File: config.mk
export PLATFORM = sky130hd
export DESIGN_NAME = arrow_key_ctrl
export DESIGN_NICKNAME = d
export VERILOG_FILES = /design/src/rtl/arrow_key_ctrl.sv
export SDC_FILE = /design/constraint.sdc
export NUM_CORES = 1
export LEC_CHECK = 0
export BUFFER_PORTS_ARGS = -buffer_cell sky130_fd_sc_hd__buf_4
export CAP_MARGIN = 20
export CORE_AREA = 5 5 51 53
export CTS_CLUSTER_DIAMETER = 80
export CTS_CLUSTER_SIZE = 16
export DETAILED_ROUTE_END_ITERATION = 8
export DIE_AREA = 0 0 56 58
export PLACE_DENSITY = 0.78
export SYNTH_ARGS = -nofsm -noshare
export SYNTH_HDL_FRONTEND = slang
export SYNTH_SLANG_ARGS = --single-unit
File: constraint.sdc
create_clock -name clk -period 1.1 [get_ports clk]
set_input_delay 0.22 -clock clk [delete_from_list [all_inputs] [get_ports clk]]
set_output_delay 0.22 -clock clk [all_outputs]
set_load 0.01 [all_outputs]
File: src/rtl/arrow_key_ctrl.sv
// PS/2 scan-byte decoder: assembles E0/F0 prefix sequences into scancodes and tracks arrow-key hold state.
// Optional build macro ARROW_TIMEOUT_EN abandons an incomplete prefix after TIMEOUT_CYCLES idle cycles.
module arrow_key_ctrl #(
    parameter int TIMEOUT_CYCLES = 1000
) (
    input  logic        clk,
    input  logic        rst,
    input  logic [7:0]  byte_in,
    input  logic        byte_valid,
    output logic [15:0] scancode,
    output logic        code_valid,
    output logic        make,
    output logic        left,
    output logic        down,
    output logic        right,
    output logic        up
);

    // state   | meaning
    // IDLE    | no prefix pending
    // EXT     | E0 seen
    // BRK     | F0 seen
    // EXT_BRK | E0 F0 seen
    localparam logic [1:0] IDLE    = 2'd0;
    localparam logic [1:0] EXT     = 2'd1;
    localparam logic [1:0] BRK     = 2'd2;
    localparam logic [1:0] EXT_BRK = 2'd3;

    if (TIMEOUT_CYCLES < 1) begin : g_bad_timeout
        $error("arrow_key_ctrl: TIMEOUT_CYCLES must be at least 1");
    end

    logic [1:0]  state;
    logic [1:0]  state_nxt;
    logic        emit;
    logic [15:0] emit_code;
    logic        emit_make;
    logic        is_e0;
    logic        is_f0;
    logic        err_byte;
    logic        timeout_hit;

    assign is_e0    = (byte_in == 8'hE0);
    assign is_f0    = (byte_in == 8'hF0);
    assign err_byte = (byte_in == 8'h00) || (byte_in == 8'hFF);

`ifdef ARROW_TIMEOUT_EN
    localparam int CW = $clog2(TIMEOUT_CYCLES + 1);
    localparam logic [CW-1:0] CNT_LAST = CW'(TIMEOUT_CYCLES - 1);

    logic [CW-1:0] idle_cnt;

    // Fires on the idle cycle that brings the count to TIMEOUT_CYCLES.
    assign timeout_hit = (state != IDLE) && !byte_valid && (idle_cnt == CNT_LAST);

    always_ff @(posedge clk or posedge rst) begin
        if (rst) begin
            idle_cnt <= '0;
        end else if ((state == IDLE) || byte_valid || timeout_hit) begin
            idle_cnt <= '0;
        end else begin
            idle_cnt <= idle_cnt + 1'b1;
        end
    end
`else
    assign timeout_hit = 1'b0;
`endif

    always_comb begin
        state_nxt = state;
        emit      = 1'b0;
        emit_code = {8'h00, byte_in};
        emit_make = 1'b1;
        if (byte_valid) begin
            if (err_byte) begin
                state_nxt = IDLE;
            end else begin
                case (state)
                    IDLE: begin
                        if (is_e0)      state_nxt = EXT;
                        else if (is_f0) state_nxt = BRK;
                        else            emit = 1'b1;
                    end
                    EXT: begin
                        if (is_f0) begin
                            state_nxt = EXT_BRK;
                        end else if (!is_e0) begin
                            emit      = 1'b1;
                            emit_code = {8'hE0, byte_in};
                            state_nxt = IDLE;
                        end
                    end
                    BRK: begin
                        if (!is_e0 && !is_f0) begin
                            emit      = 1'b1;
                            emit_make = 1'b0;
                            state_nxt = IDLE;
                        end
                    end
                    EXT_BRK: begin
                        if (!is_e0 && !is_f0) begin
                            emit      = 1'b1;
                            emit_code = {8'hE0, byte_in};
                            emit_make = 1'b0;
                            state_nxt = IDLE;
                        end
                    end
                    default: state_nxt = IDLE;
                endcase
            end
        end else if (timeout_hit) begin
            state_nxt = IDLE;
        end
    end

    always_ff @(posedge clk or posedge rst) begin
        if (rst) begin
            state      <= IDLE;
            scancode   <= 16'h0000;
            code_valid <= 1'b0;
            make       <= 1'b0;
            left       <= 1'b0;
            down       <= 1'b0;
            right      <= 1'b0;
            up         <= 1'b0;
        end else begin
            state      <= state_nxt;
            code_valid <= emit;
            if (emit) begin
                scancode <= emit_code;
                make     <= emit_make;
                // Only extended codes map to arrows; plain 6B/72/74/75 are keypad keys.
                if (emit_code[15:8] == 8'hE0) begin
                    case (emit_code[7:0])
                        8'h6B:   left  <= emit_make;
                        8'h72:   down  <= emit_make;
                        8'h74:   right <= emit_make;
                        8'h75:   up    <= emit_make;
                        default: ;
                    endcase
                end
            end
        end
    end

endmodule

==> impl_metrics.toml, run 1 <==
[yosys]
ys_top_cells_by_area = "dfrtp_1 51%, mux2_4 14%, buf_4 6.3%"
synth_warnings = 0
synth-seq-cells = 17
synth_top_area_frac = 0.506
synth.largest_area_cell = "dfrtp_1"
ys_types = 27
syn_area_per_cell_sq_um = 12.4
synthCells = 68
synth_area_sq_um = 841
yosysSeqAreaShare = 0.506

[layout]
most-common-layout-cells = "37 x buf_4, 17 x dfrtp_1, 9 x mux2_4, 9 x buf_6, 5 x conb_1"
area_growth_pct = 49.3
fillCellCount = 172
design_area_sq_um = 1250
num_antenna_cells = 0
nets = 127
final_common_cell = "buf_4"
post-route-util = 0.596
final_layout_size_suffix_gt1_frac = 0.539

[status]
violations = "negative setup slack"
outcome = "finished, violations left"

[timing]
rsz0062_at_grt = "true"
whs_ns = 0.193
fin_crit_ns = 1.42
slew_viol_final = 0
setup_slack_ns = -0.317
hold_violations = 0
finClkSkew_ns = 0.00244
finalCritPeriodShare = 1.29
setup_viol = 16
fmaxAchievable_mhz = 706

[routing]
wl_per_cell_microns = 14.7
first_iter_violations = 22
drtAntennaViolNets = 0
via_count = 717
wl_microns = 2110
avgViaCountPerCell = 5.01
drcViolationCount = 0
dr.pass1.iters = 4

[placed_design]
io_buffers = 27
placed_cell_area_sq_um = 1140
gp_congestion = 0.846
pre_cts_ws_ns = -0.680
hpwl_microns = 1460

[power_and_ir_drop]
powerDensity_nw_per_um2 = 1110
clkPwrFrac = 0.238
seqPwrFrac = 0.507
total_power_uw = 1390
p_sw_uw = 365
p_int_uw = 1020
leakagePower_uw = 0.000650
swShare = 0.263
ir_drop_mv = 0.517
comb_power_share = 0.255

[hold_path]
holdCritPathClass = "primary input to register"
min_to = "scancode[4]"
min-delay-start = "byte_in[4]"
min_path_cells = 2

[grt]
grt_first_pass_wirelength_microns = 3410
grt_pass1_vias = 740
grt_usage = 0.134
grt_overflow = 0
antenna_found_initial = 0
grt_max_degree = 18

[critical_path]
cp_data_required_time_ns = 1.28
path_class = "primary input to register"
cp_cell_sequence = "buf_6 -> or4_4 -> o31a_1 -> o21ai_2 -> buf_6 -> mux2_4"
start_kind = "primary input"
critPathMaxFanout = 5
slowest_delay_ns = 0.52
reg2reg_to = "left"
cp_common_cell = "buf_6"
cp.arrival_ns = 1.60
critPathSlowestCell = "or4_4"
reg2reg_slack_ns = -0.14
cp-end-kind = "register"
r2r_cells = 4
regToRegStartpoint = "state[0]"

[floorplanning]
core_region_area_sq_um = 2110
chipHeight_microns = 58
rows = 17
start_util = 0.399
io_pins = 33
die_x_microns = 56
die_area_sq_um = 3250

[cts]
clock_path_buffers = 2
cts_tree = "done"
cts.sinks = 17
insertion_delay_ns = 0.29
cts_buffers = 3
path_clk_slew_ns = 0.09
h-tree-depth = 1
cts-root-buf = "clkbuf_4"

[flow_run]
maxCapViolCount = 0
==> final cells by class <==
| type | count | area [sq um] | area share |
|---|---|---|---|
| flip-flops and latches | 17 | 425 | 0.339 |
| repair buffers | 47 | 389 | 0.310 |
| multi-input cells | 42 | 360 | 0.287 |
| well taps | 28 | 35.0 | 0.0279 |
| clock buffers | 4 | 26.3 | 0.0209 |
| inverters | 5 | 18.8 | 0.0150 |
==> metrics by stage <==
step,setup TNS [ns],std cells
finish,-3.54,143
floorplan,-5.44,72
global placement,-7.63,133
CTS,-3.69,141
detailed placement,-8.19,133
global route,-4.21,143
==> critical path, delay by kind of cell <==
| kind | cells | cell delay (ns) |
|---|---|---|
| buffers and inverters | 2 | 0.25 |
| AND/OR/NAND/NOR | 1 | 0.52 |
| AO/OA/AOI/OAI | 2 | 0.31 |
| multiplexers | 1 | 0.30 |
==> cell usage after synthesis <==
master	count
nand3b_1	1
nand4_1	1
o31a_1	1
nand4b_1	1
nand3_1	2
buf_4	7
dfrtp_1	17
o31ai_1	2
nand2b_1	1
buf_6	1
nor3b_1	1
mux2_4	8
and2_1	1
o41ai_1	2
nand2_1	2
a31oi_1	1
inv_1	5
mux2_2	1
and4b_1	1
nor2_1	2
or4_1	1
mux2i_1	3
o21a_1	2
o21ai_0	1
o21ai_2	1
conb_1	1
nor4_1	1
==> state kept, by name, indices dropped and copies added (netlist names) <==
register	flops
code_valid	1
down	1
left	1
make	1
right	1
scancode	9
state	2
up	1
==> repair_timing <==
item / CTS / global route
setup buffers: 3 / 2
resized for setup: 7 / 5
setup endpoints to repair: 16 / 20
pin swaps: 5 / 1
endpoints found under the hold margin: 17 / 0
cloned: 0 / 0
hold buffers: 1 / 0
==> logic make-up (layout without fill, tap and decap cells) <==
logic type,count (synthesis),count (layout),share of synthesized area
flops,17,17,0.506
compound gates,10,10,0.0908
simple gates,15,15,0.109
buf+inv,13,56,0.0982
other cells,1,5,0.00446
mux,12,12,0.192
==> worst max path at each step <==
stage,start,endpoint,slack [ns]
4_1_cts,byte_in[3],scancode[7],-0.34
5_1_grt,byte_in[3],scancode[7],-0.35
3_3_place_gp,byte_in[1],scancode[7],-0.63
3_5_place_dp,byte_in[1],scancode[7],-0.68
6_report,byte_in[3],scancode[0],-0.32
2_1_floorplan,byte_in[1],scancode[0],-0.49
==> power groups by stage <==
stage,clock [uW],combinational (uW),sequential [uW]
floorplan,0,143,730
global placement,0,308,712
detailed placement,0,313,715
CTS,340,338,702
global route,353,382,712
finish,330,354,705
==> per-layer routing <==
metal / GRT usage / part of all wire / vias up
met4: 0.0712 / 0.026 / 0
met3: 0.0312 / 0.063 / 7
met1: 0.148 / 0.40 / 351
met5: 0 / 0 / -
met2: 0.239 / 0.51 / 32
li1: - / - / 327
Power figures use the tool's default switching activity.
==> run 2: changes to the inputs <==
--- a/config.mk
+++ b/config.mk
@@ -7,12 +7,13 @@
 export LEC_CHECK = 0
 export BUFFER_PORTS_ARGS = -buffer_cell sky130_fd_sc_hd__buf_4
 export CAP_MARGIN = 20
-export CORE_AREA = 5 5 51 53
+export CORE_AREA = 5 5 49 55
 export CTS_CLUSTER_DIAMETER = 80
 export CTS_CLUSTER_SIZE = 16
 export DETAILED_ROUTE_END_ITERATION = 8
-export DIE_AREA = 0 0 56 58
+export DIE_AREA = 0 0 54 60
 export PLACE_DENSITY = 0.78
+export RECOVER_POWER = 25
 export SYNTH_ARGS = -nofsm -noshare
 export SYNTH_HDL_FRONTEND = slang
 export SYNTH_SLANG_ARGS = --single-unit
==> run 2 against run 1 <==
- the run still ends with negative setup slack left
- total power decreased by 0.15%
- worst hold slack improved by 0.0030 ns
- global-route usage increased by 1.2 points
- via count decreased by 3.3%
- utilization decreased by 0.30 points
- largest cell class unchanged
- largest power group unchanged
==> impl_metrics.toml, run 2 (synthesized netlist as in run 1, its figures left out) <==
[timing]
whs_ns = 0.195
finalCritPeriodShare = 1.31
setup_tns_ns = -3.62
finClkSkew_ns = 0.0136
hold_violations = 0
fmaxAchievable_mhz = 696
rsz0062_at_grt = "true"
setup_viol = 13
setup_slack_ns = -0.336
fin_crit_ns = 1.44
slew_viol_final = 0

[hold_path]
min_to = "scancode[6]"
min_path_cells = 2
holdCritPathClass = "primary input to register"
min-delay-start = "byte_in[6]"

[routing]
drcViolationCount = 0
drtAntennaViolNets = 0
wl_microns = 2110
via_count = 693
wl_per_cell_microns = 14.6
first_iter_violations = 10
dr.pass1.iters = 4
avgViaCountPerCell = 4.81

[layout]
fillCellCount = 173
seq_area_sq_um = 425
regMostFlops = "scancode"
post-route-util = 0.593
most-common-layout-cells = "36 x buf_4, 17 x dfrtp_1, 9 x mux2_4"
final_common_cell = "buf_4"
area_growth_pct = 50.9
num_antenna_cells = 0
largest_register_ffs = 9
multi_input_area_sq_um = 380
largestRegisters = "scancode x9, state x2"
final_layout_size_suffix_gt1_frac = 0.553
nets = 126

[grt]
grt_pass1_vias = 751
grt_usage = 0.146
grt_first_pass_wirelength_microns = 3420
grt_max_degree = 18
antenna_found_initial = 0
grt_overflow = 0

[power_and_ir_drop]
ir_drop_mv = 0.542
total_power_uw = 1390
powerDensity_nw_per_um2 = 1090
leakagePower_uw = 0.000659

[flow_run]
maxCapViolCount = 0

[floorplanning]
die_area_sq_um = 3240
io_pins = 33
rows = 18
start_util = 0.393
chipHeight_microns = 60
die_x_microns = 54
core_region_area_sq_um = 2140

[critical_path]
critPathMaxFanout = 11
reg2reg_slack_ns = -0.18
r2r_cells = 4
path_class = "primary input to register"
critPathSlowestCell = "or4_4"
cp.arrival_ns = 1.61
reg2reg_to = "down"
regToRegStartpoint = "state[0]"
start_kind = "primary input"
cp_data_required_time_ns = 1.27
critPathBufInv = 2
path_delay_family = "simple AND/OR/NAND/NOR gates"
slowest_delay_ns = 0.53
cp_cell_sequence = "buf_6 -> or4_4 -> o31a_1 -> o21ai_2 -> buf_12 -> mux2_4"
cp-end-kind = "register"

[cts]
h-tree-depth = 1
cts_buffers = 3
cts-root-buf = "clkbuf_4"
cts_tree = "done"
clock_path_buffers = 2
path_clk_slew_ns = 0.09
insertion_delay_ns = 0.29
cts.sinks = 17

[placed_design]
io_buffers = 27
pre_cts_ws_ns = -0.680
hpwl_microns = 1530
gp_congestion = 0.754

[status]
violations = "negative setup slack"
outcome = "finished, violations left"
-- run 2: metrics by stage --
step | instance area, sq um | std cells
finish | 1270 | 144
floorplan | 860 | 72
detailed placement | 1150 | 135
global placement | 1150 | 135
CTS | 1240 | 142
global route | 1270 | 144
-- run 2: worst max path at each step --
stage                           from  slack [ns]  depth (start not counted)          end
final                     byte_in[1]       -0.34                          6  scancode[5]
after global routing      byte_in[1]       -0.32                          6  scancode[5]
after CTS                 byte_in[1]       -0.33                          6  scancode[5]
after detailed placement  byte_in[1]       -0.68                          6  scancode[7]
after global placement    byte_in[1]       -0.64                          6  scancode[7]
after floorplan           byte_in[1]       -0.49                          5  scancode[0]
-- run 2: layer usage --
| layer | wire [microns] | GRT usage |
|---|---|---|
| met5 | 0 | 0 |
| met4 | 29 | 0.0641 |
| met2 | 1120 | 0.263 |
| met3 | 157 | 0.0349 |
| met1 | 796 | 0.157 |
-- run 2: area by class of cell --
class | count | share of cell area
Clock buffer | 4 | 0.0207
Tap cell | 30 | 0.0296
Sequential cell | 17 | 0.335
Multi-Input combinational cell | 42 | 0.300
Inverter | 5 | 0.0148
Timing Repair Buffer | 46 | 0.300
-- run 2: worst reg2reg max path: stages, from the launching register on --
cell      delay (ns)
dfrtp_1         0.35
and4b_1         0.23
nand3b_1        0.21
o31ai_2         0.27
o41ai_2         0.11
-- run 2: repair_timing --
item	4_1_cts	5_1_grt
setup buffers	3	3
endpoints found under the hold margin	17	0
pin swaps	3	1
setup endpoints to repair	18	20
gates resized for setup	7	4
hold buffers	1	0
-- run 2: power breakdown --
part           switching (uW)  internal, uW
clock network             192           141
logic                     143           207
registers                34.4           671
